**config.mk**
```make
export PLATFORM = sky130hd
export DESIGN_NAME = imem_arbiter_flat
export DESIGN_NICKNAME = d
export VERILOG_FILES = /design/src/rtl/imem_pkg.sv /design/src/rtl/imem_arbiter_if.sv /design/src/rtl/imem_dbg_fsm.sv /design/src/rtl/imem_arbiter.sv /design/src/flat_wrapper.sv
export SDC_FILE = /design/constraint.sdc
export NUM_CORES = 1
export LEC_CHECK = 0
export CORE_UTILIZATION = 36
export DETAILED_ROUTE_END_ITERATION = 6
export GPL_ROUTABILITY_DRIVEN = 0
export PLACE_DENSITY = 0.78
export RECOVER_POWER = 25
export SETUP_SLACK_MARGIN = 0.5
export SLEW_MARGIN = 0
export SYNTH_ARGS = -nofsm -noshare
export SYNTH_HDL_FRONTEND = slang
export SYNTH_HIERARCHICAL = 1
export SYNTH_SLANG_ARGS = --single-unit
```
**constraint.sdc**
```tcl
create_clock -name clk -period 1.7 [get_ports clk]
set_clock_uncertainty 0.1 [all_clocks]
set_input_delay 0.34 -clock clk [delete_from_list [all_inputs] [get_ports clk]]
set_output_delay 0.34 -clock clk [all_outputs]
set_load 0.02 [all_outputs]
```
**src/rtl/imem_pkg.sv**
```systemverilog
// Shared defaults, debug-state encoding and byte helper
// for the instruction-memory arbiter.
package imem_pkg;

    localparam int ADDR_W_DEF     = 5;
    localparam int DATA_W_DEF     = 32;
    localparam int STARVE_MAX_DEF = 4;

    typedef enum logic [1:0] {
        D_IDLE = 2'b00,
        D_WAIT = 2'b01,
        D_ACK  = 2'b10
    } dbg_state_e;

    // Pick one byte lane of a 32-bit word for the LED readout.
    function automatic logic [7:0] byte_sel(
        input logic [31:0] w,
        input logic [1:0]  sel
    );
        logic [7:0] b;
        case (sel)
            2'b00:   b = w[7:0];
            2'b01:   b = w[15:8];
            2'b10:   b = w[23:16];
            default: b = w[31:24];
        endcase
        return b;
    endfunction

endpackage

```
**src/rtl/imem_arbiter_if.sv**
```systemverilog
// Bundle of CPU fetch, debug port and memory bus signals.
// slave = arbiter view, master = surrounding system view.
interface imem_arbiter_if
    import imem_pkg::*;
#(
    parameter int ADDR_W = ADDR_W_DEF,
    parameter int DATA_W = DATA_W_DEF
);

    logic              cpu_req;
    logic [ADDR_W-1:0] cpu_addr;
    logic [DATA_W-1:0] cpu_rdata;
    logic              cpu_valid;
    logic              cpu_stall;

    logic              dbg_req;
    logic              dbg_we;
    logic [ADDR_W-1:0] dbg_addr;
    logic [DATA_W-1:0] dbg_wdata;
    logic [1:0]        dbg_bytesel;
    logic              dbg_ack;
    logic [DATA_W-1:0] dbg_rdata;
    logic [7:0]        dbg_led;

    logic              mem_en;
    logic              mem_we;
    logic [ADDR_W-1:0] mem_addr;
    logic [DATA_W-1:0] mem_wdata;
    logic [DATA_W-1:0] mem_rdata;

    modport slave (
        input  cpu_req, cpu_addr,
        input  dbg_req, dbg_we, dbg_addr, dbg_wdata, dbg_bytesel,
        input  mem_rdata,
        output cpu_rdata, cpu_valid, cpu_stall,
        output dbg_ack, dbg_rdata, dbg_led,
        output mem_en, mem_we, mem_addr, mem_wdata
    );

    modport master (
        output cpu_req, cpu_addr,
        output dbg_req, dbg_we, dbg_addr, dbg_wdata, dbg_bytesel,
        output mem_rdata,
        input  cpu_rdata, cpu_valid, cpu_stall,
        input  dbg_ack, dbg_rdata, dbg_led,
        input  mem_en, mem_we, mem_addr, mem_wdata
    );

endinterface

```
**src/rtl/imem_dbg_fsm.sv**
```systemverilog
// Debug-port sequencer (IDLE/WAIT/ACK) plus the starvation
// counter that lets debug pre-empt a busy CPU.
module imem_dbg_fsm
    import imem_pkg::*;
#(
    parameter int STARVE_MAX = STARVE_MAX_DEF
) (
    input  logic       clk,
    input  logic       rst_n,
    input  logic       dbg_req_i,
    input  logic       dbg_gnt_i,
    input  logic       dbg_we_i,
    input  logic [1:0] dbg_bytesel_i,
    output logic       eligible_o,
    output logic       starve_hit_o,
    output logic       capture_o,
    output logic       ack_o,
    output logic [1:0] bytesel_o
);

    localparam int CNT_W =
        (STARVE_MAX < 1) ? 1 : $clog2(STARVE_MAX + 1);
    localparam logic [CNT_W-1:0] CNT_MAX = CNT_W'(STARVE_MAX);

    dbg_state_e       state_q, state_d;
    logic [CNT_W-1:0] starve_q, starve_d;
    logic             we_q, we_d;
    logic [1:0]       bytesel_q, bytesel_d;

    assign eligible_o   = dbg_req_i && (state_q == D_IDLE);
    assign starve_hit_o = (starve_q == CNT_MAX);
    assign capture_o    = (state_q == D_WAIT) && !we_q;
    assign ack_o        = (state_q == D_ACK);
    assign bytesel_o    = bytesel_q;

    // Sequence one debug op; latch its type and byte lane on grant.
    always_comb begin
        state_d   = state_q;
        we_d      = we_q;
        bytesel_d = bytesel_q;
        unique case (state_q)
            D_IDLE: begin
                if (dbg_gnt_i) begin
                    state_d   = D_WAIT;
                    we_d      = dbg_we_i;
                    bytesel_d = dbg_bytesel_i;
                end
            end
            D_WAIT:  state_d = D_ACK;
            D_ACK:   state_d = D_IDLE;
            default: state_d = D_IDLE;
        endcase
    end

    // Count cycles debug is ready but losing to the CPU.
    always_comb begin
        starve_d = starve_q;
        if (!dbg_req_i || dbg_gnt_i) begin
            starve_d = '0;
        end else if (eligible_o && (starve_q != CNT_MAX)) begin
            starve_d = starve_q + 1'b1;
        end
    end

    // State registers, cleared straight away by reset.
    always_ff @(posedge clk or negedge rst_n) begin
        if (!rst_n) begin
            state_q   <= D_IDLE;
            starve_q  <= '0;
            we_q      <= 1'b0;
            bytesel_q <= 2'b00;
        end else begin
            state_q   <= state_d;
            starve_q  <= starve_d;
            we_q      <= we_d;
            bytesel_q <= bytesel_d;
        end
    end

endmodule

```
**src/rtl/imem_arbiter.sv**
```systemverilog
// Single-port instruction memory shared by CPU fetch and a
// debug port; CPU has priority until debug starves.
module imem_arbiter
    import imem_pkg::*;
#(
    parameter int ADDR_W     = ADDR_W_DEF,
    parameter int DATA_W     = DATA_W_DEF,
    parameter int STARVE_MAX = STARVE_MAX_DEF
) (
    input logic           clk,
    input logic           rst,
    imem_arbiter_if.slave bus
);

    logic              dbg_eligible;
    logic              starve_hit;
    logic              dbg_capture;
    logic              dbg_ack;
    logic [1:0]        dbg_bytesel_q;
    logic              dbg_gnt;
    logic              cpu_gnt;

    logic [ADDR_W-1:0] addr_mux;
    logic [DATA_W-1:0] wdata_mux;

    logic              cpu_valid_q;
    logic [DATA_W-1:0] cpu_hold_q, cpu_hold_d;
    logic [DATA_W-1:0] dbg_rdata_q, dbg_rdata_d;
    logic [7:0]        dbg_led_q, dbg_led_d;

    imem_dbg_fsm #(
        .STARVE_MAX (STARVE_MAX)
    ) u_dbg_fsm (
        .clk           (clk),
        .rst_n         (rst),
        .dbg_req_i     (bus.dbg_req),
        .dbg_gnt_i     (dbg_gnt),
        .dbg_we_i      (bus.dbg_we),
        .dbg_bytesel_i (bus.dbg_bytesel),
        .eligible_o    (dbg_eligible),
        .starve_hit_o  (starve_hit),
        .capture_o     (dbg_capture),
        .ack_o         (dbg_ack),
        .bytesel_o     (dbg_bytesel_q)
    );

    // Grant: CPU wins unless debug has waited long enough.
    // Nothing is granted while reset is held.
    always_comb begin
        dbg_gnt = rst && dbg_eligible
                  && (!bus.cpu_req || starve_hit);
        cpu_gnt = rst && bus.cpu_req && !dbg_gnt;
    end

    // Steer the granted requester onto the memory bus.
    always_comb begin
        addr_mux  = '0;
        wdata_mux = '0;
        if (dbg_gnt) begin
            addr_mux  = bus.dbg_addr;
            wdata_mux = bus.dbg_wdata;
        end else if (cpu_gnt) begin
            addr_mux  = bus.cpu_addr;
        end
    end

    assign bus.mem_en    = cpu_gnt || dbg_gnt;
    assign bus.mem_we    = dbg_gnt && bus.dbg_we;
    assign bus.mem_addr  = addr_mux;
    assign bus.mem_wdata = wdata_mux;
    assign bus.cpu_stall = rst && bus.cpu_req && !cpu_gnt;

    // Fetch data passes straight through in the valid cycle,
    // then the hold register keeps it stable until the next one.
    assign bus.cpu_valid = cpu_valid_q;
    assign bus.cpu_rdata = cpu_valid_q ? bus.mem_rdata : cpu_hold_q;

    // Keep the last fetched word once the valid cycle ends.
    always_comb begin
        cpu_hold_d = cpu_hold_q;
        if (cpu_valid_q) begin
            cpu_hold_d = bus.mem_rdata;
        end
    end

    // Capture debug read data and its byte lane in the wait cycle;
    // writes leave the readout untouched.
    always_comb begin
        dbg_rdata_d = dbg_rdata_q;
        dbg_led_d   = dbg_led_q;
        if (dbg_capture) begin
            dbg_rdata_d = bus.mem_rdata;
            dbg_led_d   = byte_sel(bus.mem_rdata[31:0], dbg_bytesel_q);
        end
    end

    assign bus.dbg_ack   = dbg_ack;
    assign bus.dbg_rdata = dbg_rdata_q;
    assign bus.dbg_led   = dbg_led_q;

    // Response registers; reset drops any pending valid.
    always_ff @(posedge clk or negedge rst) begin
        if (!rst) begin
            cpu_valid_q <= 1'b0;
            cpu_hold_q  <= '0;
            dbg_rdata_q <= '0;
            dbg_led_q   <= 8'h00;
        end else begin
            cpu_valid_q <= cpu_gnt;
            cpu_hold_q  <= cpu_hold_d;
            dbg_rdata_q <= dbg_rdata_d;
            dbg_led_q   <= dbg_led_d;
        end
    end

endmodule

```
**src/flat_wrapper.sv**
```systemverilog
// flat-port wrapper written by rule: the top's interface ports become plain ports
module imem_arbiter_flat import imem_pkg::*;
#(
    parameter int ADDR_W     = ADDR_W_DEF,
    parameter int DATA_W     = DATA_W_DEF,
    parameter int STARVE_MAX = STARVE_MAX_DEF
)
  (clk, rst, bus_cpu_req, bus_cpu_addr, bus_dbg_req, bus_dbg_we, bus_dbg_addr, bus_dbg_wdata, bus_dbg_bytesel, bus_mem_rdata, bus_cpu_rdata, bus_cpu_valid, bus_cpu_stall, bus_dbg_ack, bus_dbg_rdata, bus_dbg_led, bus_mem_en, bus_mem_we, bus_mem_addr, bus_mem_wdata);
  imem_arbiter_if #(.ADDR_W(ADDR_W), .DATA_W(DATA_W)) bus_i ();
  input logic clk;
  input logic rst;
  input wire logic [$bits(bus_i.cpu_req)-1:0] bus_cpu_req;
  input wire logic [$bits(bus_i.cpu_addr)-1:0] bus_cpu_addr;
  input wire logic [$bits(bus_i.dbg_req)-1:0] bus_dbg_req;
  input wire logic [$bits(bus_i.dbg_we)-1:0] bus_dbg_we;
  input wire logic [$bits(bus_i.dbg_addr)-1:0] bus_dbg_addr;
  input wire logic [$bits(bus_i.dbg_wdata)-1:0] bus_dbg_wdata;
  input wire logic [$bits(bus_i.dbg_bytesel)-1:0] bus_dbg_bytesel;
  input wire logic [$bits(bus_i.mem_rdata)-1:0] bus_mem_rdata;
  output wire logic [$bits(bus_i.cpu_rdata)-1:0] bus_cpu_rdata;
  output wire logic [$bits(bus_i.cpu_valid)-1:0] bus_cpu_valid;
  output wire logic [$bits(bus_i.cpu_stall)-1:0] bus_cpu_stall;
  output wire logic [$bits(bus_i.dbg_ack)-1:0] bus_dbg_ack;
  output wire logic [$bits(bus_i.dbg_rdata)-1:0] bus_dbg_rdata;
  output wire logic [$bits(bus_i.dbg_led)-1:0] bus_dbg_led;
  output wire logic [$bits(bus_i.mem_en)-1:0] bus_mem_en;
  output wire logic [$bits(bus_i.mem_we)-1:0] bus_mem_we;
  output wire logic [$bits(bus_i.mem_addr)-1:0] bus_mem_addr;
  output wire logic [$bits(bus_i.mem_wdata)-1:0] bus_mem_wdata;
  assign bus_i.cpu_req = bus_cpu_req;
  assign bus_i.cpu_addr = bus_cpu_addr;
  assign bus_i.dbg_req = bus_dbg_req;
  assign bus_i.dbg_we = bus_dbg_we;
  assign bus_i.dbg_addr = bus_dbg_addr;
  assign bus_i.dbg_wdata = bus_dbg_wdata;
  assign bus_i.dbg_bytesel = bus_dbg_bytesel;
  assign bus_i.mem_rdata = bus_mem_rdata;
  assign bus_cpu_rdata = bus_i.cpu_rdata;
  assign bus_cpu_valid = bus_i.cpu_valid;
  assign bus_cpu_stall = bus_i.cpu_stall;
  assign bus_dbg_ack = bus_i.dbg_ack;
  assign bus_dbg_rdata = bus_i.dbg_rdata;
  assign bus_dbg_led = bus_i.dbg_led;
  assign bus_mem_en = bus_i.mem_en;
  assign bus_mem_we = bus_i.mem_we;
  assign bus_mem_addr = bus_i.mem_addr;
  assign bus_mem_wdata = bus_i.mem_wdata;
  imem_arbiter #(.ADDR_W(ADDR_W), .DATA_W(DATA_W), .STARVE_MAX(STARVE_MAX)) u_core (.clk(clk), .rst(rst), .bus(bus_i));
endmodule
```
==> metrics <==
status finished with violations; violated checks negative setup slack; endpoints failing hold 0; all-layer global routing usage 0.244; clock sink total approximately 80; Crit Path Category register to output pin; Synth Area in Adders 0.00682; Async SR Flop Fraction 1.00; fillers roughly 560; Netlist cell types 30; Max-slew headroom 0.311; Netlist Area Pre-Place 3670 um2; Most used DFF post-synth dfrtp_1; Synth Instances roughly 270; Clk network pwr share 0.148; Buffers on Ports a little under 200; setup ws final -0.674 ns; worst skew pair latency approximately 0.34 ns; XOR/XNOR Fraction of Synth Area 0.00239; Period minus WS final 2.37 ns; layout cell share with drive strength beyond 1 0.677; switching power approximately 3.2 mW; first-pass GRT wire length around 19000 um; most area-consuming cells after synthesis dfrtp_1 (55%), mux2_2 (21%), and2_1 (5.8%), mux2i_1 (2.5%), mux2_4 (2.0%); CP max stage cell dfrtp_1; Hold/Removal Path Class input port to register; delay-heaviest family, CP flip-flops; CTS Root Cell clkbuf_8; DP Wirelength approximately 8500 um; crit end category output pin; Avg WL per Cell between 15 and 20 um; CTS Buffer Depth 2; crit path DAT 1.93 ns; Routed WL 14100 um; Setup TNS -42.67 ns; sequential share of the synthesized area 0.552; TritonCTS clock tree done; crit-path cells nor2_4 > and2_4 > nand2_2 > a21oi_4 > buf_12 > buf_16 > a22o_1 > buf_6; Antenna Nets Post-Route 0; Total Power approximately 9.3 mW; switching share of power 0.341; Tightest Pin Transition between 1 and 1.5 ns; vias post-DR between 3k and 4k; CP Max Fanout 10; core outline area ~9800 um2; yosys warns 6; Fmax achieved approximately 0.42 GHz; Die Area 10600 um2; required time worst endpoint approximately 1.3 ns; Setup WS pre-CTS -1.01 ns; Max Cap Violations 0; H-Tree Level Count 3; Top Ports ~200; Crit path largest cell delay roughly 0.43 ns; count of final setup violators 120; Die H approximately 100 um; number of flops mapped to enable cells by yosys 0; Setup crit start kind register; Layout area overhead 116%; initial drt markers 85; Rows 36; total CTS buffers 9; Yosys top cell by area dfrtp_1; syn nets 356; Final period util 1.40; Avg Inst Size Synth roughly 13 um2; Starting Density 0.374; top-area cell type share of the netlist area 0.552; vias in the first global route 3663; mux cell area share after synthesis 0.260; combinational power share 0.525; Crit path buffers/inverters 3; total gr overflow 0; Post-Synth Simple-Gate Area 0.0927; clock transition at the registers of the reported paths about 0.080 ns; number of diodes 0; initial antenna violation count 0; via density per instance around 4.8; Pwr Density 1180 nW/um2; sequential share of power 0.327; Internal Dissipation approximately 6.2 mW; largest net degree at the start of global routing 76; Post-synth top cells dfrtp_1 (81), mux2_2 (68), and2_1 (34), nand2_1 (12), inv_1 (11); Nets about 670; largest family of logic cells by synthesized area multiplexers; Die X 103 um; 1st-pass router iterations 4; fin. max-slew vios 0; most numerous cell in the Yosys netlist dfrtp_1; Pleak about 3.8 nW; synthesized flop and latch total 81; RSZ-0062 raised after global routing yes; Max VDD drop around 710 uV; area fraction in compound gates after synthesis 0.0416; drt drc 0
## tightest hold or removal path, cell delays in order
cell and delay (ns):
dlymetal6s2s_1 0.17, nand2b_4 0.11, nor2_2 0.04
## power groups by stage
stage / clock network [mW] / registers, mW / logic [mW]
finish: 1.39 / 3.05 / 4.91
detailed placement: 0 / 2.95 / 3.98
CTS: 1.41 / 3.02 / 4.57
global placement: 0 / 2.92 / 3.91
floorplan: 0 / 3.49 / 1.49
global route: 1.51 / 3.10 / 5.13
## layout by cell type (no fill, tap or decap), drive strengths merged
cell	count
a211oi	1
a21oi	3
a22o	5
and2	36
and2b	1
and4b	1
buf	236
bufinv	1
clkbuf	17
clkdlybuf4s50	78
clkinv	2
clkinvlp	1
dfrtp	81
dlygate4sd3	2
dlymetal6s2s	1
ha	2
inv	12
mux2	75
mux2i	9
nand2	12
nand2b	1
nor2	4
nor2b	3
nor3	1
o21a	1
o221ai	8
xnor2	1
## stage by stage
step / hold slack [ns] / utilization / instance area [um2] / instances
final: 0.260 / 0.808 / 7940 / 728
after global routing: 0.235 / 0.808 / 7940 / 728
after CTS: 0.322 / 0.759 / 7450 / 700
after detailed placement: 0.181 / 0.663 / 6510 / 644
after global placement: 0.176 / 0.663 / 6510 / 644
after floorplan: -0.0556 / - / 4080 / 273
## cell type report
| cell class | count | area [um2] | area share |
|---|---|---|---|
| Timing Repair Buffer | 324 | 3500 | 0.441 |
| Sequential cell | 81 | 2030 | 0.256 |
| Multi-Input combinational cell | 164 | 2010 | 0.254 |
| Tap cell | 133 | 166 | 0.0210 |
| Clock buffer | 10 | 128 | 0.0161 |
| Clock inverter | 5 | 56.3 | 0.00710 |
| Inverter | 11 | 43.8 | 0.00552 |
## state kept, by name (all words and copies together) (netlist names)
register and cells:
u_core/cpu_hold_q 32, u_core/bus.dbg_led 8, u_core/u_dbg_fsm/we_q 1, u_core/bus.dbg_rdata 32
u_core/u_dbg_fsm/bytesel_o 2, u_core/u_dbg_fsm/starve_q 3, u_core/u_dbg_fsm/state_q 2, u_core/bus.cpu_valid 1
## worst paths after layout
kind,startpoint,to,slack (ns),cells past startpoint
worst max-delay path,u_core/u_dbg_fsm/state_q[1],bus_mem_addr[1],-0.67,8
max in group asynchronous,rst,u_core/bus.cpu_valid,0.19,3
min in group asynchronous,rst,u_core/bus.dbg_rdata[18],0.60,3
worst min-delay path,bus_dbg_req,u_core/u_dbg_fsm/starve_q[0],0.26,3
worst max register to register,u_core/u_dbg_fsm/state_q[1],u_core/u_dbg_fsm/bytesel_o[1],-0.35,9
worst min register to register,u_core/cpu_hold_q[21],u_core/cpu_hold_q[21],0.41,1
## layer usage
layer  GRT usage  part of all wire  vias to the layer above
met5           0                 0                        -
met4      0.0650             0.013                        0
met3      0.0698             0.052                       16
met2       0.442              0.54                      128
met1       0.281              0.40                     1748
li1            -                 -                     1570
## cell families after synthesis
kind of cell / Yosys count
AO/OA/AOI/OAI: 18
XOR/XNOR: 1
flip-flops: 81
adder cells (fa/ha/maj): 2
buffers and inverters: 28
AND/OR/NAND/NOR: 59
multiplexers: 84
## timing repair
item | 4_1_cts | 5_1_grt
endpoints found under the setup margin | 163 | 269
gates resized for setup | 738 | 54
pin swaps | 9 | 14
buffers inserted | 34 | 23
hold buffers | 2 | 0
gates cloned | 5 | 5
hold endpoints to repair | 6 | 0
Power figures use the tool's default switching activity.
